$ cat src/rtl/matrix_pkg.sv
// Shared geometry, scan state encoding and row-slice helper for the 5x7 matrix column scanner.
package matrix_pkg;

    localparam int unsigned COLUNE_SIZE   = 7;
    localparam int unsigned TOTAL_COLUNES = 5;
    localparam int unsigned DATA_WIDTH    = COLUNE_SIZE * TOTAL_COLUNES;

    typedef enum logic [1:0] {
        StIdle,
        StScan,
        StBlank
    } scan_state_e;

    // Active-low row bits of one column out of the packed pixel map.
    function automatic logic [COLUNE_SIZE-1:0] column_rows(input logic [DATA_WIDTH-1:0] map,
                                                           input logic [2:0] idx);
        return map[int'(idx) * COLUNE_SIZE +: COLUNE_SIZE];
    endfunction

endpackage

$ cat src/rtl/scan_prescaler.sv
// Column slot timer: counts 0..SCAN_DIV-1 and flags the last cycle of each slot.
module scan_prescaler #(
    parameter int unsigned SCAN_DIV = 50000
) (
    input  logic clk,
    input  logic reset,
    input  logic clear,
    output logic slotDone
);

    localparam int unsigned CntWidth = $clog2(SCAN_DIV);
    localparam logic [CntWidth-1:0] CntLast = CntWidth'(SCAN_DIV - 1);

    logic [CntWidth-1:0] div_cnt;

    always_ff @(posedge clk) begin
        if (reset || clear) begin
            div_cnt <= '0;
        end else if (div_cnt == CntLast) begin
            div_cnt <= '0;
        end else begin
            div_cnt <= div_cnt + 1'b1;
        end
    end

    assign slotDone = !clear && (div_cnt == CntLast);

endmodule

$ cat src/rtl/matrix_column_scanner.sv
// Multiplexes a 35-bit active-low pixel map onto a 5x7 LED matrix, one column at a time.
// Define GHOST_BLANK_EN to insert BLANK_CYCLES dark cycles between column slots.
module matrix_column_scanner
    import matrix_pkg::*;
#(
    parameter int unsigned SCAN_DIV     = 50000,
    parameter int unsigned BLANK_CYCLES = 2
) (
    input  logic                     clk,
    input  logic                     reset,
    input  logic                     enable,
    input  logic [DATA_WIDTH-1:0]    mapIn,
    output logic [TOTAL_COLUNES-1:0] columnOut,
    output logic [COLUNE_SIZE-1:0]   rowOut,
    output logic                     frameTick
);

    if (SCAN_DIV < 2) begin : g_bad_scan_div
        $error("SCAN_DIV must be at least 2");
    end
    if (BLANK_CYCLES < 1) begin : g_bad_blank
        $error("BLANK_CYCLES must be at least 1");
    end

    localparam logic [TOTAL_COLUNES-1:0] ColA    = TOTAL_COLUNES'(1);
    localparam logic [2:0]               ColLast = 3'(TOTAL_COLUNES - 1);
    localparam logic [COLUNE_SIZE-1:0]   RowDark = '1;

    scan_state_e           state;
    logic [2:0]            col_idx;
    logic [2:0]            col_next;
    logic                  col_last;
    logic [DATA_WIDTH-1:0] frame_buf;
    logic                  clear;
    logic                  slot_done;

`ifdef GHOST_BLANK_EN
    localparam int unsigned BlankWidth = (BLANK_CYCLES > 1) ? $clog2(BLANK_CYCLES) : 1;
    localparam logic [BlankWidth-1:0] BlankLast = BlankWidth'(BLANK_CYCLES - 1);
    logic [BlankWidth-1:0] blank_cnt;
`endif

    assign col_last = (col_idx == ColLast);
    assign col_next = col_last ? 3'd0 : col_idx + 3'd1;
    // The slot timer only runs while a column is actually lit.
    assign clear    = !enable || (state != StScan);

    scan_prescaler #(
        .SCAN_DIV(SCAN_DIV)
    ) u_prescaler (
        .clk     (clk),
        .reset   (reset),
        .clear   (clear),
        .slotDone(slot_done)
    );

    always_ff @(posedge clk) begin
        frameTick <= 1'b0;
        if (reset) begin
            state     <= StIdle;
            col_idx   <= 3'd0;
            frame_buf <= '1;
            columnOut <= '0;
            rowOut    <= RowDark;
            frameTick <= 1'b0;
`ifdef GHOST_BLANK_EN
            blank_cnt <= '0;
`endif
        end else if (!enable) begin
            state     <= StIdle;
            col_idx   <= 3'd0;
            columnOut <= '0;
            rowOut    <= RowDark;
`ifdef GHOST_BLANK_EN
            blank_cnt <= '0;
`endif
        end else begin
            case (state)
                StIdle: begin
                    state     <= StScan;
                    col_idx   <= 3'd0;
                    frame_buf <= mapIn;
                    columnOut <= ColA;
                    rowOut    <= mapIn[COLUNE_SIZE-1:0];
                end
                StScan: begin
                    if (slot_done) begin
                        col_idx <= col_next;
                        // Frame boundary: fresh snapshot so mid-frame map changes never tear.
                        if (col_last) begin
                            frameTick <= 1'b1;
                            frame_buf <= mapIn;
                        end
`ifdef GHOST_BLANK_EN
                        state     <= StBlank;
                        blank_cnt <= '0;
                        columnOut <= '0;
                        rowOut    <= RowDark;
`else
                        columnOut <= ColA << col_next;
                        rowOut    <= col_last ? mapIn[COLUNE_SIZE-1:0]
                                              : column_rows(frame_buf, col_next);
`endif
                    end
                end
`ifdef GHOST_BLANK_EN
                StBlank: begin
                    if (blank_cnt == BlankLast) begin
                        state     <= StScan;
                        columnOut <= ColA << col_idx;
                        rowOut    <= column_rows(frame_buf, col_idx);
                    end else begin
                        blank_cnt <= blank_cnt + 1'b1;
                    end
                end
`endif
                default: begin
                    state     <= StIdle;
                    columnOut <= '0;
                    rowOut    <= RowDark;
                end
            endcase
        end
    end

endmodule

$ cat config.mk
export PLATFORM = sky130hd
export DESIGN_NAME = matrix_column_scanner
export DESIGN_NICKNAME = d
export VERILOG_FILES = /design/src/rtl/matrix_pkg.sv /design/src/rtl/scan_prescaler.sv /design/src/rtl/matrix_column_scanner.sv
export SDC_FILE = /design/constraint.sdc
export NUM_CORES = 1
export LEC_CHECK = 0
export BUFFER_PORTS_ARGS = -buffer_cell sky130_fd_sc_hd__buf_4
export CAP_MARGIN = 20
export CORE_MARGIN = 2
export CORE_UTILIZATION = 60
export CTS_CLUSTER_SIZE = 25
export DETAILED_ROUTE_END_ITERATION = 10
export PLACE_DENSITY = 0.84
export SETUP_SLACK_MARGIN = 0.02
export SLEW_MARGIN = 30
export SYNTH_ARGS = -nofsm -noshare
export SYNTH_HDL_FRONTEND = slang
export SYNTH_HIERARCHICAL = 1
export SYNTH_SLANG_ARGS = --single-unit
$ cat constraint.sdc
create_clock -name clk -period 4.8 [get_ports clk]
set_input_delay 0.24 -clock clk [delete_from_list [all_inputs] [get_ports clk]]
set_output_delay 0.24 -clock clk [all_outputs]
set_load 0.02 [all_outputs]
==> flow_summary_export.csv, run 1 <==
group,metric,value,unit
timing,maxSlewHeadroom,0.452,
timing,finalSetupViolCount,0,
routing,antenna_left,0,
clocking,insertion_delay,0.34,ns
clocking,clockBufferDepth,2,
routing,drtIter0Drc,208,
global_route,grt_pass1_wl,10200,um
placed_design,postPlaceCellArea,3420,um2
clocking,cts_hold_buf,0,
placed_design,hpwl,4230,um
placed_design,place_ws,1.59,ns
clocking,tritoncts,"built",
routing,first_pass_iters,4,
timing,max_freq,304,MHz
synthesis,syn_area_per_cell,10.6,um2
worst_setup_path,crit_buf_inv,1,
pwr,power_density,329,nW/um2
synthesis,ys_seq_elements,68,
synthesis,ys.flop_type,"dfxtp_1",
routing,vias,2308,
clocking,h-tree-depth,3,
clocking,clkTransAtPathRegs,0.07,ns
worst_setup_path,worst_path_max_delay_cell,"nor2_1",
synthesis,yosysTopAreaCellShare,0.445,
synthesis,syn_inst,288,
synthesis,synth_area_leader_cell,"dfxtp_1",
flow_run,cap_violations,0,
timing,rsz0062_at_grt,"no",
synthesis,synth_warnings,6,
synthesis,synth.area.top_cells,"dfxtp_1 45%, a211o_1 10%, nor2b_1 8.0%, mux4_2 5.2%, a221o_1 4.6%",
worst_hold_path,hold_path.class,"primary input to flop",
worst_setup_path,path_max_fanout,70,
timing,holdWs,0.0917,ns
timing,tightest_slew,0.819,ns
floorplanning,die_area,5680,um2
placed_design,io_buffers,50,
synthesis,synth-edff-count,0,
worst_setup_path,worst_setup_path_start_kind,"flop",
clocking,cts-resized-gates,0,
timing,post-route-period-util,0.685,
finish,drive_above_1_share,0.264,
clocking,cts_buffers,9,
global_route,overflow,0,
pwr,irDropWorstVdd,0.232,mV
floorplanning,core_area,4820,um2
synthesis,synthXorXnorAreaFrac,0.0372,
worst_setup_path,arrival,3.52,ns
synthesis,syn-cell-area,3060,um2
finish,area_growth,18.5,%
global_route,track_usage,0.244,
timing,fin_ws,1.51,ns
worst_setup_path,crit_chain,"ha_1, and3_1, nand4_1, nor2_1, nand3_1, a21boi_4, buf_4, nor2b_1, a211o_1",
global_route,grt_pass1_vias,2116,
timing,setup_tns,0,ns
routing,wirelength,6370,um
floorplanning,pin_count,51,
finish,finalNetCount,375,
worst_setup_path,required,5.03,ns
routing,vias_per_cell,5.71,
synthesis,muxShareOfSynthArea,0.0614,
floorplanning,initial_utilization,0.635,
clocking,cts_setup_buffers,0,
global_route,grt_max_degree,71,
synthesis,synthDistinctLibCells,39,
timing,fin_skew,0.00781,ns
synthesis,ys_seq_area_frac,0.445,
finish,diodes,0,
timing,fin_crit,3.29,ns
timing,hold_violations,0,
routing,drcViolationCount,0,
clocking,root_buffer,"clkbuf_8",
synthesis,synthAdderAreaFrac,0.0205,
placed_design,place_congestion,0.806,
floorplanning,row_count,25,
timing,drv_slew,0,
outcome,status,"finished clean",
synthesis,synth-compound-area-share,0.169,
worst_setup_path,slowest_delay,0.68,ns
synthesis,ys_async_sr_fraction,0,
pwr,leakage,0.00137,uW
worst_setup_path,crit_family,"simple AND/OR/NAND/NOR gates",
global_route,antenna_found_initial,0,
floorplanning,die_x,75.4,um
finish,layout_common_cells,"68 x dfxtp_1, 51 x buf_4, 39 x nor2b_1",
routing,routedWlPerCell,15.8,um
synthesis,yosys.area_share.simple,0.222,
finish,fin_area,3620,um2
finish,mostFrequentLayoutCell,"dfxtp_1",
synthesis,synth_top_family_by_area,"simple AND/OR/NAND/NOR gates",
worst_setup_path,cp-end-kind,"flop",
floorplanning,dieHeight,75.4,um
synthesis,syn_nets,331,
worst_setup_path,crit_type,"flop to flop",
clocking,numClockSinks,68,
[worst reg2reg max path: cells and delay by family, from the launching register on]
family,cells,cell delay [ns]
and+or+nand+nor,5,1.52
buffers and inverters,1,0.55
AOI/OAI and AO/OA,2,0.49
DFF,1,0.39
adders and majority gates,1,0.24
[area by class of cell]
cell class	count	area (um2)
Clock buffer	12	155
Clock inverter	4	47.5
Fill cell	367	1190
Inverter	6	22.5
Multi-Input combinational cell	196	1570
Sequential cell	68	1360
Tap cell	67	83.8
Timing Repair Buffer	51	383
[cells by family after synthesis]
group,after synthesis
XOR/XNOR,13
adder cells (fa/ha/maj),5
AO/OA/AOI/OAI,58
buffers and inverters,24
AND/OR/NAND/NOR,110
flip-flops,68
multiplexers,10
[cell usage after synthesis, types with 2 or more instances]
cell / count
nor2_1: 23
dfxtp_1: 68
nor3_1: 5
a221o_1: 14
ha_1: 5
nand4_1: 2
nand3_1: 4
nand2_1: 10
buf_4: 9
a21oi_1: 5
nand2b_1: 4
xnor2_1: 11
clkbuf_1: 6
buf_2: 2
or3b_1: 2
nor4_2: 5
and3_1: 3
nor2b_1: 39
inv_1: 6
mux2i_1: 3
mux4_2: 7
a211o_1: 35
xor2_1: 2
nor2_2: 3
[sequential cells by signal, summed over array words and instances, names as in the netlist]
register and cells:
rowOut 7, state 1, columnOut 5, frame_buf 35
frameTick 1, col_idx 3, u_prescaler/div_cnt 16
[metrics by stage]
stage | total power [uW] | utilization | instances
finish | 1190 | 0.752 | 404
global route | 1240 | 0.752 | 404
CTS | 1200 | 0.752 | 404
detailed placement | 728 | 0.710 | 388
global placement | 724 | 0.710 | 388
floorplan | 686 | - | 288
[path summary, 6_finish.rpt]
path,start,depth (start not counted),endpoint,slack (ns)
worst min-delay path,mapIn[14],2,frame_buf[14]$_SDFFE_PP1P_,0.09
worst max-delay path,u_prescaler/div_cnt[0]$_SDFF_PP0_,9,frame_buf[24]$_SDFFE_PP1P_,1.51
worst max register to register,u_prescaler/div_cnt[0]$_SDFF_PP0_,9,frame_buf[24]$_SDFFE_PP1P_,1.51
worst min register to register,frame_buf[28]$_SDFFE_PP1P_,1,rowOut[0]$_SDFFE_PP1N_,0.48
[where the power goes]
part           total, uW  internal, uW  switching [uW]
clock                474           267             207
sequential           606           591            15.0
combinational        111          62.7            48.0
[per-layer routing]
layer | up-vias | GRT usage | routed length, um
met5 | - | 0 | 0
met4 | 0 | 0.0760 | 70
met3 | 9 | 0.0952 | 391
met2 | 64 | 0.360 | 2980
met1 | 1100 | 0.332 | 2930
li1 | 1135 | - | -
No activity file was read; power rests on OpenSTA's default activity.
==> run 2: changes to the inputs <==
Settings changed: ABC_AREA set to 1, CORE_UTILIZATION 60 to 51, PLACE_DENSITY 0.84 to 0.75.
Clock period 4.8 ns to 2.9 ns, I/O delays scaled along.
==> run 2 against run 1 <==
Effect of this change: die area rose by 33%; largest cell class unchanged; hold slack got worse by 0.085 ns; fmax rose by 36%; register-to-register slack got worse by 1.0 ns; via count rose by 42%.
==> flow_summary_export.csv, run 2 <==
group,metric,value,unit
routing,wl_met3,382,um
worst_setup_path,crit_family,"simple AND/OR/NAND/NOR gates",
routing,first_pass_iters,5,
synthesis,syn_inst,497,
synthesis,synth_area_leader_cell,"dfxtp_1",
finish,drive_above_1_share,0.216,
floorplanning,pin_count,51,
floorplanning,initial_utilization,0.520,
routing,vias,3288,
clocking,root_buffer,"clkbuf_8",
floorplanning,dieHeight,86.8,um
pwr,power_density,504,nW/um2
timing,hold_violations,0,
worst_setup_path,crit_top_cell,"nor2_1",
finish,fin_area,4160,um2
clocking,cts_buffers,9,
pwr,internal_power,1590,uW
synthesis,syn_area_per_cell,7.04,um2
finish,regMostFlops,"frame_buf",
worst_setup_path,regToRegSetupSlack,0.48,ns
synthesis,synth.area.top_cells,"dfxtp_1 39%, nand2_1 18%, nand3_1 7.4%, inv_1 5.0%, o211ai_2 4.7%",
placed_design,hpwl,5410,um
placed_design,postPlaceCellArea,3830,um2
floorplanning,row_count,30,
synthesis,synth_top_family_by_area,"simple AND/OR/NAND/NOR gates",
worst_setup_path,crit_chain,"ha_1, nand3_2, nor2_1, nand3_1, nor2_1, nor2_4, nor2_1, nand2_2, inv_2, buf_4, nand2_1, o211ai_1",
pwr,irDropWorstVdd,0.321,mV
synthesis,ys_async_sr_fraction,0,
routing,drtIter0Drc,95,
worst_setup_path,path_max_fanout,42,
floorplanning,die_x,86.8,um
global_route,overflow,0,
routing,vias_per_cell,5.18,
clocking,insertion_delay,0.34,ns
worst_setup_path,required,3.16,ns
floorplanning,core_area,6720,um2
global_route,track_usage,0.217,
synthesis,ys.flop_type,"dfxtp_1",
synthesis,synth-edff-count,0,
floorplanning,die_area,7540,um2
placed_design,io_buffers,50,
clocking,tritoncts,"built",
routing,routedWlPerCell,12.5,um
timing,post-route-period-util,0.835,
pwr,sw_frac_of_total,0.242,
synthesis,ys_seq_elements,68,
timing,max_freq,413,MHz
clocking,clockBufferDepth,2,
routing,wl_met1,3650,um
timing,setup_tns,0,ns
synthesis,yosysTopAreaCellShare,0.389,
worst_hold_path,whs_path_depth,3,
routing,drcViolationCount,0,
worst_setup_path,worst_path_max_delay_cell,"dfxtp_1",
finish,largest_register_ffs,35,
synthesis,ys_seq_area_frac,0.389,
pwr,p_seq_frac,0.477,
outcome,status,"finished clean",
synthesis,syn_nets,540,
synthesis,synthXorXnorAreaFrac,0.0100,
finish,area_growth,18.8,%
synthesis,ys_top_cells_by_count,"170 x nand2_1, 68 x dfxtp_1, 52 x nand3_1, 47 x inv_1, 37 x nor2_1",
finish,diodes,0,
routing,wirelength,7950,um
timing,tightest_slew,0.568,ns
finish,fillers,622,
synthesis,syn-cell-area,3500,um2
pwr,p_comb_frac,0.111,
global_route,antenna_found_initial,0,
finish,reg_top3,"frame_buf: 35 flops, u_prescaler/div_cnt: 16 flops, rowOut: 7 flops",
synthesis,synthAdderAreaFrac,0.0179,
worst_setup_path,worst_setup_path_start_kind,"flop",
finish,finalNetCount,593,
worst_hold_path,min_to,"frame_buf[15]$_SDFFE_PP1P_",
worst_setup_path,r2r-start,"u_prescaler/div_cnt[0]$_SDFF_PP0_",
worst_setup_path,crit_type,"flop to flop",
worst_setup_path,rr_endpoint,"frame_buf[20]$_SDFFE_PP1P_",
worst_setup_path,cp-end-kind,"flop",
finish,layout_common_cells,"170 x nand2_1, 68 x dfxtp_1, 52 x nand3_1, 52 x buf_4, 47 x inv_1",
synthesis,synthDistinctLibCells,30,
timing,finalSetupViolCount,0,
worst_setup_path,arrival,2.68,ns
global_route,grt_pass1_wl,12900,um
clocking,h-tree-depth,3,
routing,antenna_left,0,
finish,mostFrequentLayoutCell,"nand2_1",
global_route,grt_max_degree,43,
synthesis,muxShareOfSynthArea,0,
routing,wl_met2,3730,um
pwr,leakage,0.00189,uW
clocking,cts-resized-gates,0,
pwr,p_switching,507,uW
synthesis,synth_warnings,6,
placed_design,place_congestion,0.856,
worst_hold_path,hold_path.class,"primary input to flop",
worst_setup_path,slowest_delay,0.40,ns
timing,rsz0062_at_grt,"no",
global_route,grt_pass1_vias,2945,
clocking,numClockSinks,68,
timing,fin_crit,2.42,ns
flow_run,cap_violations,0,
synthesis,yosys.area_share.simple,0.373,
routing,top_layer,"met4",
worst_setup_path,crit_buf_inv,2,
synthesis,synth-compound-area-share,0.102,
worst_setup_path,ff2ff_path_depth,12,
timing,drv_slew,0,
timing,fin_skew,0.00408,ns
synthesis,yosysMostFrequentCell,"nand2_1",
clocking,clkTransAtPathRegs,0.07,ns
pwr,clkPwrFrac,0.411,
timing,maxSlewHeadroom,0.621,
worst_hold_path,min_from,"mapIn[15]",
## run 2: changes by cell type after synthesis, sizes merged, moves of 10 or more
cell	previous run	this run
nand2	11	180
inv	6	56
nand3	6	53
nor2b	39	0
a211o	35	0
nor2	26	54
o211ai	0	21
a21oi	6	24
a221o	14	0
xnor2	11	1
## run 2: worst max-delay path by stage
stage	startpoint	to	slack [ns]	depth (start not counted)
after global placement	u_prescaler/div_cnt[0]$_SDFF_PP0_	frame_buf[14]$_SDFFE_PP1P_	0.66	12
final	u_prescaler/div_cnt[0]$_SDFF_PP0_	frame_buf[20]$_SDFFE_PP1P_	0.48	12
after CTS	u_prescaler/div_cnt[0]$_SDFF_PP0_	frame_buf[17]$_SDFFE_PP1P_	0.49	12
after detailed placement	u_prescaler/div_cnt[0]$_SDFF_PP0_	frame_buf[23]$_SDFFE_PP1P_	0.55	12
after global routing	u_prescaler/div_cnt[0]$_SDFF_PP0_	frame_buf[20]$_SDFFE_PP1P_	0.16	12
after floorplan	u_prescaler/div_cnt[0]$_SDFF_PP0_	frame_buf[11]$_SDFFE_PP1P_	1.03	12
## run 2: cells by family (layout without fill, tap and decap cells)
family                     Yosys count  in the layout
xor gates and xnor gates             4              4
buffers and inverters               78            136
adders and majority gates            5              5
DFF                                 68             68
AOI/OAI and AO/OA                   47             47
and+or+nand+nor                    295            295
## run 2: per-layer routing
metal  track usage  vias to the layer above
li1              -                     1680
met1         0.275                     1510
met2         0.354                       83
met5             0                        -
met4        0.0966                        0
met3        0.0476                       15
## run 2: timing repair
action	in CTS	in global routing
hold buffers	11	0
hold endpoints to repair	11	0
endpoints found under the setup margin	0	0
buffers inserted	0	0
## run 2: power by group through the flow
stage	combinational (uW)	sequential, uW	clock, uW
floorplan	145	1020	0
global placement	215	1020	0
detailed placement	220	1020	0
CTS	234	999	867
global route	262	1000	900
finish	233	999	860
## run 2: layout make-up
type	count	area, um2	share of cell area
Clock buffer	11	141	0.0340
Clock inverter	5	75.1	0.0181
Inverter	57	218	0.0524
Multi-Input combinational cell	351	1760	0.423
Sequential cell	68	1360	0.328
Tap cell	80	100	0.0241
Timing Repair Buffer	63	500	0.120
## run 2: worst min-delay path, delay by kind of cell
family          cells  cell delay [ns]
buf+inv             1             0.08
simple gates        1             0.05
compound gates      1             0.05
## run 2: metrics by stage
step | utilization | total power, uW | worst slack (ns) | hold slack [ns] | cells
after floorplan | - | 1170 | 1.03 | 0.258 | 497
after global placement | 0.570 | 1230 | 0.663 | 0.343 | 608
after detailed placement | 0.570 | 1240 | 0.550 | 0.348 | 608
after CTS | 0.618 | 2100 | 0.492 | 0.000985 | 635
after global routing | 0.618 | 2160 | 0.160 | 0.000478 | 635
final | 0.618 | 2090 | 0.479 | 0.00650 | 635
